[src/rtl/jstk_pkg.sv]
// ============================================================================
// Module      : jstk_pkg
// Description : Shared types and constants for the PmodJSTK poll scheduler:
//               FSM state encoding, paddle centre value and the bit positions
//               of the X/Y/button fields inside the 5-byte SPI response.
// Revision    : 1.0 - initial release
// ============================================================================
`default_nettype none

package jstk_pkg;

  // Scheduler FSM states
  typedef enum logic [1:0] {
    ST_IDLE      = 2'd0,
    ST_ISSUE     = 2'd1,
    ST_WAIT_DONE = 2'd2,
    ST_GAP       = 2'd3
  } state_t;

  // Joystick centre position reported before any poll completes
  localparam logic [9:0] CENTER = 10'd512;

  // Response layout: byte0 in [39:32] ... byte4 in [7:0].
  // X low byte is byte0, X high bits sit in the bottom of byte1.
  localparam int X_LO_MSB = 39;
  localparam int X_LO_LSB = 32;
  localparam int X_HI_MSB = 25;
  localparam int X_HI_LSB = 24;
  // Y low byte is byte2, Y high bits sit in the bottom of byte3.
  localparam int Y_LO_MSB = 23;
  localparam int Y_LO_LSB = 16;
  localparam int Y_HI_MSB = 9;
  localparam int Y_HI_LSB = 8;
  // Buttons live in the bottom three bits of byte4.
  localparam int BTN_MSB  = 2;
  localparam int BTN_LSB  = 0;

  function automatic logic [9:0] decode_x(input logic [39:0] rx);
    return {rx[X_HI_MSB:X_HI_LSB], rx[X_LO_MSB:X_LO_LSB]};
  endfunction

  function automatic logic [9:0] decode_y(input logic [39:0] rx);
    return {rx[Y_HI_MSB:Y_HI_LSB], rx[Y_LO_MSB:Y_LO_LSB]};
  endfunction

  function automatic logic [2:0] decode_btn(input logic [39:0] rx);
    return rx[BTN_MSB:BTN_LSB];
  endfunction

endpackage

`default_nettype wire

[src/rtl/tick_gen.sv]
// ============================================================================
// Module      : tick_gen
// Description : Free-running divider. Counts 0..DIV-1 and asserts tick for
//               the single cycle in which the count equals DIV-1, then wraps.
// Revision    : 1.0 - initial release
// ============================================================================
`default_nettype none

module tick_gen #(
  parameter int DIV = 10_000_000
) (
  input  logic clk,
  input  logic clr,
  output logic tick
);

  localparam int             CW   = (DIV > 1) ? $clog2(DIV) : 1;
  localparam logic [CW-1:0]  LAST = CW'(DIV - 1);
  localparam logic [CW-1:0]  ONE  = CW'(1);

  logic [CW-1:0] count;

  // Divider counter, wraps after the terminal value
  always_ff @(posedge clk) begin
    if (clr) begin
      count <= '0;
    end else if (count == LAST) begin
      count <= '0;
    end else begin
      count <= count + ONE;
    end
  end

  assign tick = (count == LAST);

endmodule

`default_nettype wire

[src/rtl/jstk_poll_sched.sv]
// ============================================================================
// Module      : jstk_poll_sched
// Description : Shares one PmodJSTK SPI master between two joysticks. Each
//               poll tick starts a round: player 0 transaction, a chip-select
//               gap, then player 1. Responses are decoded into registered
//               X/Y/button outputs with a one-cycle valid pulse per player.
//               Optional feature macro: JSTK_TIMEOUT_EN adds a WAIT_DONE
//               watchdog that flags err[player] and moves on.
// Revision    : 1.0 - initial release
// ============================================================================
`default_nettype none

module jstk_poll_sched
  import jstk_pkg::*;
#(
  parameter int POLL_DIV    = 10_000_000,
  parameter int GAP_CYC     = 1500,
  parameter int TIMEOUT_CYC = 100_000
) (
  input  logic        clk,
  input  logic        clr,
  input  logic        en,
  input  logic [7:0]  led_cmd0,
  input  logic [7:0]  led_cmd1,
  input  logic        spi_ready,
  input  logic        spi_done,
  input  logic [39:0] spi_rx,
  output logic        spi_start,
  output logic        spi_sel,
  output logic [7:0]  spi_tx,
  output logic [9:0]  x0,
  output logic [9:0]  y0,
  output logic [9:0]  x1,
  output logic [9:0]  y1,
  output logic [2:0]  btn0,
  output logic [2:0]  btn1,
  output logic        valid0,
  output logic        valid1,
  output logic [1:0]  err,
  output logic        ovr
);

  // The gap counter runs 0..GAP_CYC. The first GAP cycle coincides with the
  // player 0 valid pulse, so GAP_CYC idle cycles follow it before player 1
  // is issued.
  localparam int               GAP_W    = $clog2(GAP_CYC + 1) > 0 ? $clog2(GAP_CYC + 1) : 1;
  localparam logic [GAP_W-1:0] GAP_LAST = GAP_W'(GAP_CYC);
  localparam logic [GAP_W-1:0] GAP_ONE  = GAP_W'(1);

  logic             tick;
  state_t           state;
  logic             player;
  logic [GAP_W-1:0] gap_cnt;

`ifdef JSTK_TIMEOUT_EN
  localparam int              WD_W    = (TIMEOUT_CYC > 1) ? $clog2(TIMEOUT_CYC) : 1;
  localparam logic [WD_W-1:0] WD_LAST = WD_W'(TIMEOUT_CYC - 1);
  localparam logic [WD_W-1:0] WD_ONE  = WD_W'(1);

  logic [WD_W-1:0] wd_cnt;
`else
  // Without the watchdog a stalled transfer simply holds the FSM.
  assign err = 2'b00;
`endif

  // Poll pacing
  tick_gen #(
    .DIV (POLL_DIV)
  ) u_tick (
    .clk  (clk),
    .clr  (clr),
    .tick (tick)
  );

  // Round sequencing FSM with registered SPI request and decoded outputs
  always_ff @(posedge clk) begin
    if (clr) begin
      state     <= ST_IDLE;
      player    <= 1'b0;
      gap_cnt   <= '0;
      spi_start <= 1'b0;
      spi_sel   <= 1'b0;
      spi_tx    <= 8'd0;
      x0        <= CENTER;
      y0        <= CENTER;
      x1        <= CENTER;
      y1        <= CENTER;
      btn0      <= 3'd0;
      btn1      <= 3'd0;
      valid0    <= 1'b0;
      valid1    <= 1'b0;
      ovr       <= 1'b0;
`ifdef JSTK_TIMEOUT_EN
      wd_cnt    <= '0;
      err       <= 2'b00;
`endif
    end else begin
      valid0 <= 1'b0;
      valid1 <= 1'b0;

      // A tick landing mid-round is discarded but remembered.
      if (tick && (state != ST_IDLE)) begin
        ovr <= 1'b1;
      end

      case (state)
        ST_IDLE: begin
          if (tick && en) begin
            state     <= ST_ISSUE;
            player    <= 1'b0;
            spi_start <= 1'b1;
            spi_sel   <= 1'b0;
            spi_tx    <= led_cmd0;
          end
        end

        ST_ISSUE: begin
          if (spi_start && spi_ready) begin
            state     <= ST_WAIT_DONE;
            spi_start <= 1'b0;
`ifdef JSTK_TIMEOUT_EN
            wd_cnt    <= '0;
`endif
          end
        end

        ST_WAIT_DONE: begin
          if (spi_done) begin
            if (player == 1'b0) begin
              x0      <= decode_x(spi_rx);
              y0      <= decode_y(spi_rx);
              btn0    <= decode_btn(spi_rx);
              valid0  <= 1'b1;
              state   <= ST_GAP;
              gap_cnt <= '0;
            end else begin
              x1      <= decode_x(spi_rx);
              y1      <= decode_y(spi_rx);
              btn1    <= decode_btn(spi_rx);
              valid1  <= 1'b1;
              state   <= ST_IDLE;
            end
          end
`ifdef JSTK_TIMEOUT_EN
          // Done in the same cycle as expiry takes priority above.
          else if (wd_cnt == WD_LAST) begin
            err[player] <= 1'b1;
            if (player == 1'b0) begin
              state   <= ST_GAP;
              gap_cnt <= '0;
            end else begin
              state   <= ST_IDLE;
            end
          end else begin
            wd_cnt <= wd_cnt + WD_ONE;
          end
`endif
        end

        ST_GAP: begin
          if (gap_cnt == GAP_LAST) begin
            state     <= ST_ISSUE;
            player    <= 1'b1;
            spi_start <= 1'b1;
            spi_sel   <= 1'b1;
            spi_tx    <= led_cmd1;
            gap_cnt   <= '0;
          end else begin
            gap_cnt <= gap_cnt + GAP_ONE;
          end
        end

        default: begin
          state <= ST_IDLE;
        end
      endcase
    end
  end

endmodule

`default_nettype wire

[config.mk]
export PLATFORM = sky130hd
export DESIGN_NAME = jstk_poll_sched
export DESIGN_NICKNAME = d
export VERILOG_FILES = /design/src/rtl/jstk_pkg.sv /design/src/rtl/tick_gen.sv /design/src/rtl/jstk_poll_sched.sv
export SDC_FILE = /design/constraint.sdc
export NUM_CORES = 1
export LEC_CHECK = 0
export ABC_AREA = 1
export CORE_MARGIN = 2
export CORE_UTILIZATION = 30
export CTS_CLUSTER_DIAMETER = 200
export CTS_CLUSTER_SIZE = 8
export DETAILED_ROUTE_END_ITERATION = 6
export PLACE_DENSITY = 0.66
export SKIP_CTS_REPAIR_TIMING = 1
export SYNTH_ARGS = -nofsm -noshare
export SYNTH_HDL_FRONTEND = slang
export SYNTH_HIERARCHICAL = 1
export SYNTH_SLANG_ARGS = --single-unit
[constraint.sdc]
create_clock -name clk -period 1.8 [get_ports clk]
set_input_delay 0.45 -clock clk [delete_from_list [all_inputs] [get_ports clk]]
set_output_delay 0.45 -clock clk [all_outputs]
set_load 0.05 [all_outputs]
# ---- After elaboration in Yosys (flattened, before gate mapping)
# Cells that the tools add are included.
dict set report word_totals {
  regBits 96
  input_bits 61
  out_inout_bits 61
  word_cells 67
}
dict set report op_classes {
  n_addsub 2
  n_eq_ne 10
  n_mux 21
  n_bitwise 3
  n_reduce_logical 16
}
# op n
set ops {}
lappend ops {{11-bit two-way mux} 3}
lappend ops {{24-bit by 1-bit adder with 24-bit output, second input constant} 1}
lappend ops {{24-bit == test, second input constant} 1}
lappend ops {{11-bit case mux with 2 select lines} 1}
lappend ops {{8-bit two-way mux} 2}
lappend ops {{8-bit case mux with 2 select lines} 1}
lappend ops {{3-bit AND reduction} 4}
lappend ops {{11-bit by 1-bit adder with 11-bit output, second input constant} 1}
lappend ops {{11-bit == test, second input constant} 1}
lappend ops {{2-bit two-way mux} 5}
lappend ops {{2-bit inequality test, second input constant} 5}
lappend ops {{2-bit case mux with 4 select lines} 1}
lappend ops {{4-bit AND reduction} 2}
lappend ops {{1-bit two-way mux} 6}
lappend ops {{2-bit nonzero test} 3}
lappend ops {{2-bit == test, second input constant} 2}
lappend ops {{1-bit logical AND} 3}
lappend ops {{1-bit NOT} 3}
lappend ops {{1-bit case mux with 3 select lines} 1}
lappend ops {{3-bit nonzero test} 1}
lappend ops {{3-bit OR reduction} 1}
lappend ops {{2-bit by 1-bit == test with 1-bit output, second input constant} 1}
lappend ops {{2-bit zero test} 1}
lappend ops {{1-bit case mux with 2 select lines} 1}
lappend ops {{2-bit OR reduction} 1}

# ---- Depth between registers and ports, before layout
# Gate-level depths: netlist of the first run.
dict set report depth {
  depth_word 4
  ltp_mapped 13
  ltp_nobuf 13
}

# ---- By module
# Netlist of the first run, hierarchy kept.
# mod instances cells_each area_each_um2 seq_area_each_um2
set modules_own_cells {}
lappend modules_own_cells {jstk_poll_sched 1 385 3024.2 1441.4}
lappend modules_own_cells {tick_gen 1 199 1325.0 480.5}

# ---- Worst setup path before layout of the first run
# No wires, ideal clock.
dict set report synth_timing {
  kind {register -> register}
  start {register u_tick.count[0]}
  end {register player}
  setup_time_ps 138
  t_arrival_ps 1799
  required_time_ps 1662
  setup_slack_ps -136
  stages_incl_launch_ff 13
  n_path_buf 1
  period_less_slack_ps 1936
  cell_sequence {dfxtp_1 -> ha_1 -> nand3_1 -> nor2_1 -> nand3_1 -> nor3_1 -> nand2_1 -> nand2_1 -> o21a_1 -> buf_2 -> nand2_2 -> nand2_1 -> a21oi_2}
}
dict set report synth_via {
  elab_chain_cells 4
}
# item line
set synth_lines {}
lappend synth_lines {{start, declared} tick_gen.sv:21} ;# logic [CW-1:0] count;
lappend synth_lines {{start signal, assigned} tick_gen.sv:30} ;# count <= count + ONE;
lappend synth_lines {{24-bit == test} tick_gen.sv:34} ;# assign tick = (count == LAST);
lappend synth_lines {{named net tick} jstk_poll_sched.sv:50} ;# logic tick;
lappend synth_lines {{1-bit logical AND} jstk_poll_sched.sv:108} ;# if (tick && en) begin
lappend synth_lines {{2-bit inequality test (no source line)} -}
lappend synth_lines {{3-bit AND reduction (no source line)} -}
lappend synth_lines {{end signal, assigned} jstk_poll_sched.sv:79} ;# player <= 1'b0;
lappend synth_lines {{end signal, assigned} jstk_poll_sched.sv:110} ;# player <= 1'b0;
lappend synth_lines {{end signal, assigned} jstk_poll_sched.sv:163} ;# player <= 1'b1;
lappend synth_lines {{end, declared} jstk_poll_sched.sv:52} ;# logic player;
# The timed path passes the listed nets, and every way through them passes these cells.
# A chain may end at the register's enable or synchronous reset.

# ---- Worst setup path in the final report of the first run
dict set report layout_timing {
  start {register u_tick.count[1]}
  end {register spi_tx[7]}
}
dict set report layout_via {
  elab_chain_cells 4
}
# item line
set layout_lines {}
lappend layout_lines {{24-bit == test} tick_gen.sv:34}
lappend layout_lines {{named net tick} jstk_poll_sched.sv:50}
lappend layout_lines {{1-bit logical AND} jstk_poll_sched.sv:108}
lappend layout_lines {{2-bit inequality test (no source line)} -}
lappend layout_lines {{3-bit AND reduction (no source line)} -}
lappend layout_lines {{end signal, assigned} jstk_poll_sched.sv:113} ;# spi_tx <= led_cmd0;
lappend layout_lines {{end signal, assigned} jstk_poll_sched.sv:166} ;# spi_tx <= led_cmd1;
lappend layout_lines {{end, declared} jstk_poll_sched.sv:30} ;# output logic [7:0] spi_tx,
# The timed path passes the listed nets, and every way through them passes these cells.

==> run metrics, run 1 <==
final worst slack=0.0102 ns; Post-Place Worst Slack=-0.0739 ns; vias per cell=4.42; final net count=786; Starting Density=30.3%; via count=4004; reg2reg setup slack=0.01 ns; io pins=122; Yosys reg bits=96; WL per Instance=12.1 um; area of the multi-input gates=0.00220 mm2; Simple-Gate Fraction of Synth Area=32.3%; Setup-failing EPs final=0; outcome=complete, no violations; Distinct cells, synth=37; Cell Pwr Density=1090 mW/mm2; GPL Wtd Cong=0.775; leakage=0.00249 uW; XOR/XNOR Fraction of Synth Area=2.82%; RSZ-0062 raised after global routing=yes; Post-Syn Area=0.00435 mm2; Routed WL=11000 um; CTS max path bufs=2; flip-flop and latch area=0.00192 mm2; worst hold slack=0.467 ns; most common cell after layout, fill and taps aside=nand2_1; Root Buffer=clkbuf_16; Critical Path Start Type=register; Clock Pin Slew Worst Setup and Hold Paths=0.07 ns; core box area=0.0144 mm2; adder-cell share of the synthesized area=2.30%; first-pass GRT wire length=18000 um; layout cells sized above 1=24.9%; total gr overflow=0; Routed Antenna Nets=0; Req. time, crit path=2.08 ns; Slew Viols, Final=0; post-layout util=42.6%; crit end category=register; Syn Area/Cell=7.45 um2; gr usage total=14.1%; DIE WIDTH=124 um; # diodes=0; port bufs=102; max-cap violation count=0; main combinational cell family by area after synthesis=simple AND/OR/NAND/NOR gates; reg2reg start=u_tick/count[1]$_SDFF_PP0_; FF-to-FF End=spi_tx[7]$_SDFFE_PP0P_; Num CTS Buffers=9; initial antenna violation count=0; post-synthesis cell count=584; post-synthesis compound-gate area fraction=9.32%; Die Y=124 um; final hold vios=0; HP Class=register to register; Area Growth Syn to Fin=40.8%; post-synthesis mux area share=2.07%; YS warnings=6; Seq/Total Area, Yosys=44.2%; Clk Latency, worst-skew pair=0.34 ns; Critical Path Sink=spi_tx[7]$_SDFFE_PP0P_; setup TNS=0 ns; fmax=0.559 GHz; Crit Path Category=register to register; Cell Rows=44; Final Skew=0.00818 ns; CP startpoint=u_tick/count[1]$_SDFF_PP0_; min Tclk post-route=1.79 ns; drt pass-1 iters=4; vias in the first global route=3743; post-detail-place hpwl=7880 um; CTS H-Tree Depth=3; largest net degree at the start of global routing=25; largest fanout on the critical path=5; Worst Reg-to-Reg Cells=11; fill count=1383; CTS tree=yes; CP arrival=2.07 ns; min-delay src=x1[5]$_SDFFE_PP0P_; final worst path period share=99.4%; drt initial violations=136; commonest cells after routing, fill and taps aside=nand2_1, nor2_1, dfxtp_1, buf_4, clkdlybuf4s50_1; Sink Count=96; Die ar.=0.0155 mm2; Max rail drop VDD=0.712 mV; DRC viols=0
per-layer routing:
metal	global-route usage, %	vias up	share of wire, %
met3	2.32	12	2.9
met4	5.09	0	1.8
li1	-	2120	-
met2	24.1	65	48
met1	17.9	1807	47
met5	0	-	0
cells by family after synthesis:
logic type | after synthesis
DFF | 96
and+or+nand+nor | 317
muxes | 8
buffers and inverters | 67
adders and majority gates | 8
AOI/OAI and AO/OA | 73
xor gates and xnor gates | 14
other | 1
power breakdown:
part           switching [uW]  internal, uW  total [uW]
clock network             869          1140        2000
registers                 112          2310        2420
logic                    1370           891        2260
total                    2350          4340        6680
per-stage QoR:
stage | instance area [um2] | cells | power (uW)
after CTS | 6000 | 901 | 6600
after detailed placement | 5690 | 885 | 4580
after global placement | 5690 | 885 | 4560
after global routing | 6120 | 906 | 7030
final | 6120 | 906 | 6680
after floorplan | 4360 | 585 | 3890
worst max-delay path: stages, from the launching register on:
cell and delay, ns:
dfxtp_2 0.35, ha_4 0.15, nand3_4 0.08, nor2_4 0.13
nand3_2 0.10, nor3_4 0.21, nand2_1 0.09, nand2_2 0.08
o21a_4 0.18, buf_12 0.13, nand3_2 0.08, a21oi_2 0.14
sequential cells by signal, summed over array words and instances, names as in the netlist, 2 cells and up:
name and flops:
spi_tx 8, gap_cnt 11, state 2, btn0 3
y0 10, y1 10, x1 10, x0 10
btn1 3, u_tick/count 24
area by class of cell:
cell class / instances / area share, %
multi-input combinational: 422 / 36.0
sequential: 96 / 31.4
timing repair buffer: 144 / 21.1
clock buffer: 10 / 3.90
tap: 184 / 3.76
inverter: 44 / 2.70
clock inverter: 6 / 1.19
synth_stat cells:
cell,n,area (um2)
buf_2,9,45.0
o21ai_0,12,60.1
conb_1,1,3.75
clkbuf_1,5,18.8
a21oi_1,35,175
nor3_2,1,10.0
ha_1,8,100
buf_6,2,22.5
o21ai_1,14,70.1
nor2_4,4,45.0
nand3_2,10,100
nand3_1,30,150
o21a_1,1,7.51
nand3b_1,1,7.51
or2_0,2,12.5
and2_1,2,12.5
nor3_1,2,10.0
o21bai_1,1,7.51
inv_1,40,150
dfxtp_1,96,1920
nand4_1,8,50.1
or2_1,1,6.26
nor2_2,4,25.0
mux2_2,8,90.1
inv_2,4,15.0
buf_8,1,15.0
nand2_2,8,50.1
xnor2_1,4,35.0
buf_4,3,22.5
a21oi_2,9,78.8
or2_2,1,6.26
nand2_1,133,499
nand2_4,1,11.3
nor2_1,109,409
xor2_1,10,87.6
buf_1,3,11.3
o22ai_1,1,6.26
worst min path at each step:
stage | end | slack, ns | cells after the start
6_report | x1[5]$_SDFFE_PP0P_ | 0.47 | 2
5_1_grt | x1[5]$_SDFFE_PP0P_ | 0.49 | 2
4_1_cts | x1[5]$_SDFFE_PP0P_ | 0.47 | 2
3_5_place_dp | x1[5]$_SDFFE_PP0P_ | 0.46 | 2
3_3_place_gp | x1[2]$_SDFFE_PP0P_ | 0.45 | 2
2_1_floorplan | u_tick/count[0]$_SDFF_PP0_ | 0.42 | 1
No activity file was read; power rests on OpenSTA's default activity.
==> run 2: changes to the inputs <==
CORE_ASPECT_RATIO = 1.5   (was not set)
CORE_UTILIZATION = 43   (was 30)
MAX_ROUTING_LAYER = met4   (was not set)
PLACE_DENSITY = 0.86   (was 0.66)
==> run 2 against run 1 <==
The run now ends with negative setup slack left. Wire length increased by 4.9%. Critical path depth unchanged. Worst setup slack got worse by 0.045 ns. Power decreased by 2.4%. Clock skew decreased by 0.0024 ns. Die area decreased by 29%. Core utilization increased by 17 points. Hold slack improved by 0.0024 ns. Combinational power about the same. Maximum frequency decreased by 2.5%. Critical endpoint is now spi_tx[3]$_SDFFE_PP0P_. Largest cell class unchanged.
==> run metrics, run 2 (synthesized netlist as in run 1, its figures left out) <==
outcome=finished with violations; violated checks=negative setup slack; initial antenna violation count=0; final worst path period share=102%; worst-path cell chain=ha_4 -> nand3_4 -> nor2_4 -> nand3_2 -> nor3_4 -> nand2_1 -> nand2_2 -> o21a_4 -> clkbuf_16 -> nand3_2 -> a21oi_2; Root Buffer=clkbuf_16; Die ar.=0.0110 mm2; via count=4248; reg2reg start=u_tick/count[1]$_SDFF_PP0_; WL per Instance=13.8 um; DIE WIDTH=86.1 um; Largest register FFs=24; Crit Path Category=register to register; Clk Latency, worst-skew pair=0.34 ns; Final Non-Filler Cells=833; top flop regs=u_tick/count x24, gap_cnt x11; layer with the highest usage=met2; fmax=0.545 GHz; fill count=816; commonest cells after routing, fill and taps aside=nand2_1, nor2_1, dfxtp_1, buf_4, clkdlybuf4s50_1; GR Util met2=38.4%; Critical Path Start Type=register; final worst slack=-0.0349 ns; crit end category=register; most common cell after layout, fill and taps aside=nand2_1; leakage=0.00244 uW; vias in the first global route=4194; max-cap violation count=0; final net count=782; min Tclk post-route=1.83 ns; HP Class=register to register; drt pass-1 iters=5; layout cells sized above 1=24.3%; Num CTS Buffers=9; CP arrival=2.11 ns; most used cell, CP=nand3_2; FF-to-FF End=spi_tx[3]$_SDFFE_PP0P_; global routing usage on met1=22.4%; worst hold slack=0.470 ns; io pins=122; Clock Pin Slew Worst Setup and Hold Paths=0.06 ns; final hold vios=0; Final Skew=0.00579 ns; largest net degree at the start of global routing=26; placed instance count=816; Sink Count=96; post-detail-place hpwl=8380 um; crit-path leading delay family=simple AND/OR/NAND/NOR gates; Biggest register=u_tick/count; CP bufs+invs=1; Routed WL=11500 um; Cell Rows=45; RSZ-0062 raised after global routing=yes; total gr overflow=0; Worst Reg-to-Reg Cells=11; M3 GR Usage=2.39%; CTS tree=yes; drt initial violations=231; Setup-failing EPs final=7; core box area=0.00997 mm2; Starting Density=43.6%; CP max stage delay=0.35 ns; DRC viols=0; CTS H-Tree Depth=3; Post-Place Worst Slack=-0.128 ns; CP max stage cell=dfxtp_2; # diodes=0; port bufs=102; Max rail drop VDD=0.683 mV; worst hold stages=2; Cell Pwr Density=1090 mW/mm2; gr usage total=21.2%; Die Y=127 um; CTS max path bufs=2; GPL Wtd Cong=0.934; largest fanout on the critical path=4; Slew Viols, Final=0; reg2reg setup slack=-0.03 ns; vias per cell=5.10; min-delay src=x1[4]$_SDFFE_PP0P_; Req. time, crit path=2.08 ns; Routed Antenna Nets=0; Placement Cell Area=0.00556 mm2; post-layout util=59.8%; Area Growth Syn to Fin=37.1%; design area=0.00596 mm2; first-pass GRT wire length=18300 um; Hold EP=x1[4]$_SDFFE_PP0P_
run 2: final cells by class:
class,instances,area [um2],share of cell area (%)
multi-input combinational,422,2210,37.1
clock inverter,3,43.8,0.735
tap,117,146,2.46
sequential,96,1930,32.3
timing repair buffer,140,1230,20.6
clock buffer,11,243,4.07
inverter,44,165,2.77
run 2: layer usage:
metal | vias up | share of wire, %
li1 | 2104 | -
met1 | 2004 | 38
met2 | 118 | 55
met3 | 22 | 4.2
met4 | 0 | 2.6
met5 | - | 0
run 2: how the worst max path moves through the flow:
stage	from	end	slack, ns	cells after the start
6_report	u_tick/count[1]$_SDFF_PP0_	spi_tx[3]$_SDFFE_PP0P_	-0.03	11
5_1_grt	u_tick/count[1]$_SDFF_PP0_	spi_tx[5]$_SDFFE_PP0P_	-0.14	11
4_1_cts	u_tick/count[0]$_SDFF_PP0_	spi_tx[5]$_SDFFE_PP0P_	-0.14	11
3_5_place_dp	u_tick/count[0]$_SDFF_PP0_	spi_tx[5]$_SDFFE_PP0P_	-0.13	11
3_3_place_gp	u_tick/count[0]$_SDFF_PP0_	spi_tx[1]$_SDFFE_PP0P_	-0.03	11
2_1_floorplan	u_tick/count[0]$_SDFF_PP0_	player$_SDFFE_PP0P_	0.006	12
run 2: worst min-delay path, cell delays in order (launching register included):
cell and delay, ns:
dfxtp_1 0.31, nand2_1 0.06, a21oi_1 0.05
run 2: stage by stage:
step                total power, uW  setup TNS [ns]
floorplan                      3890               0
global placement               4450          -0.223
detailed placement             4540           -1.21
CTS                            6380           -1.20
global route                   6830           -1.41
finish                         6520          -0.128
run 2: where the power goes:
| part | switching (uW) | internal, uW |
|---|---|---|
| Sequential | 123 | 2310 |
| Clock | 751 | 1100 |
| Combinational | 1390 | 851 |
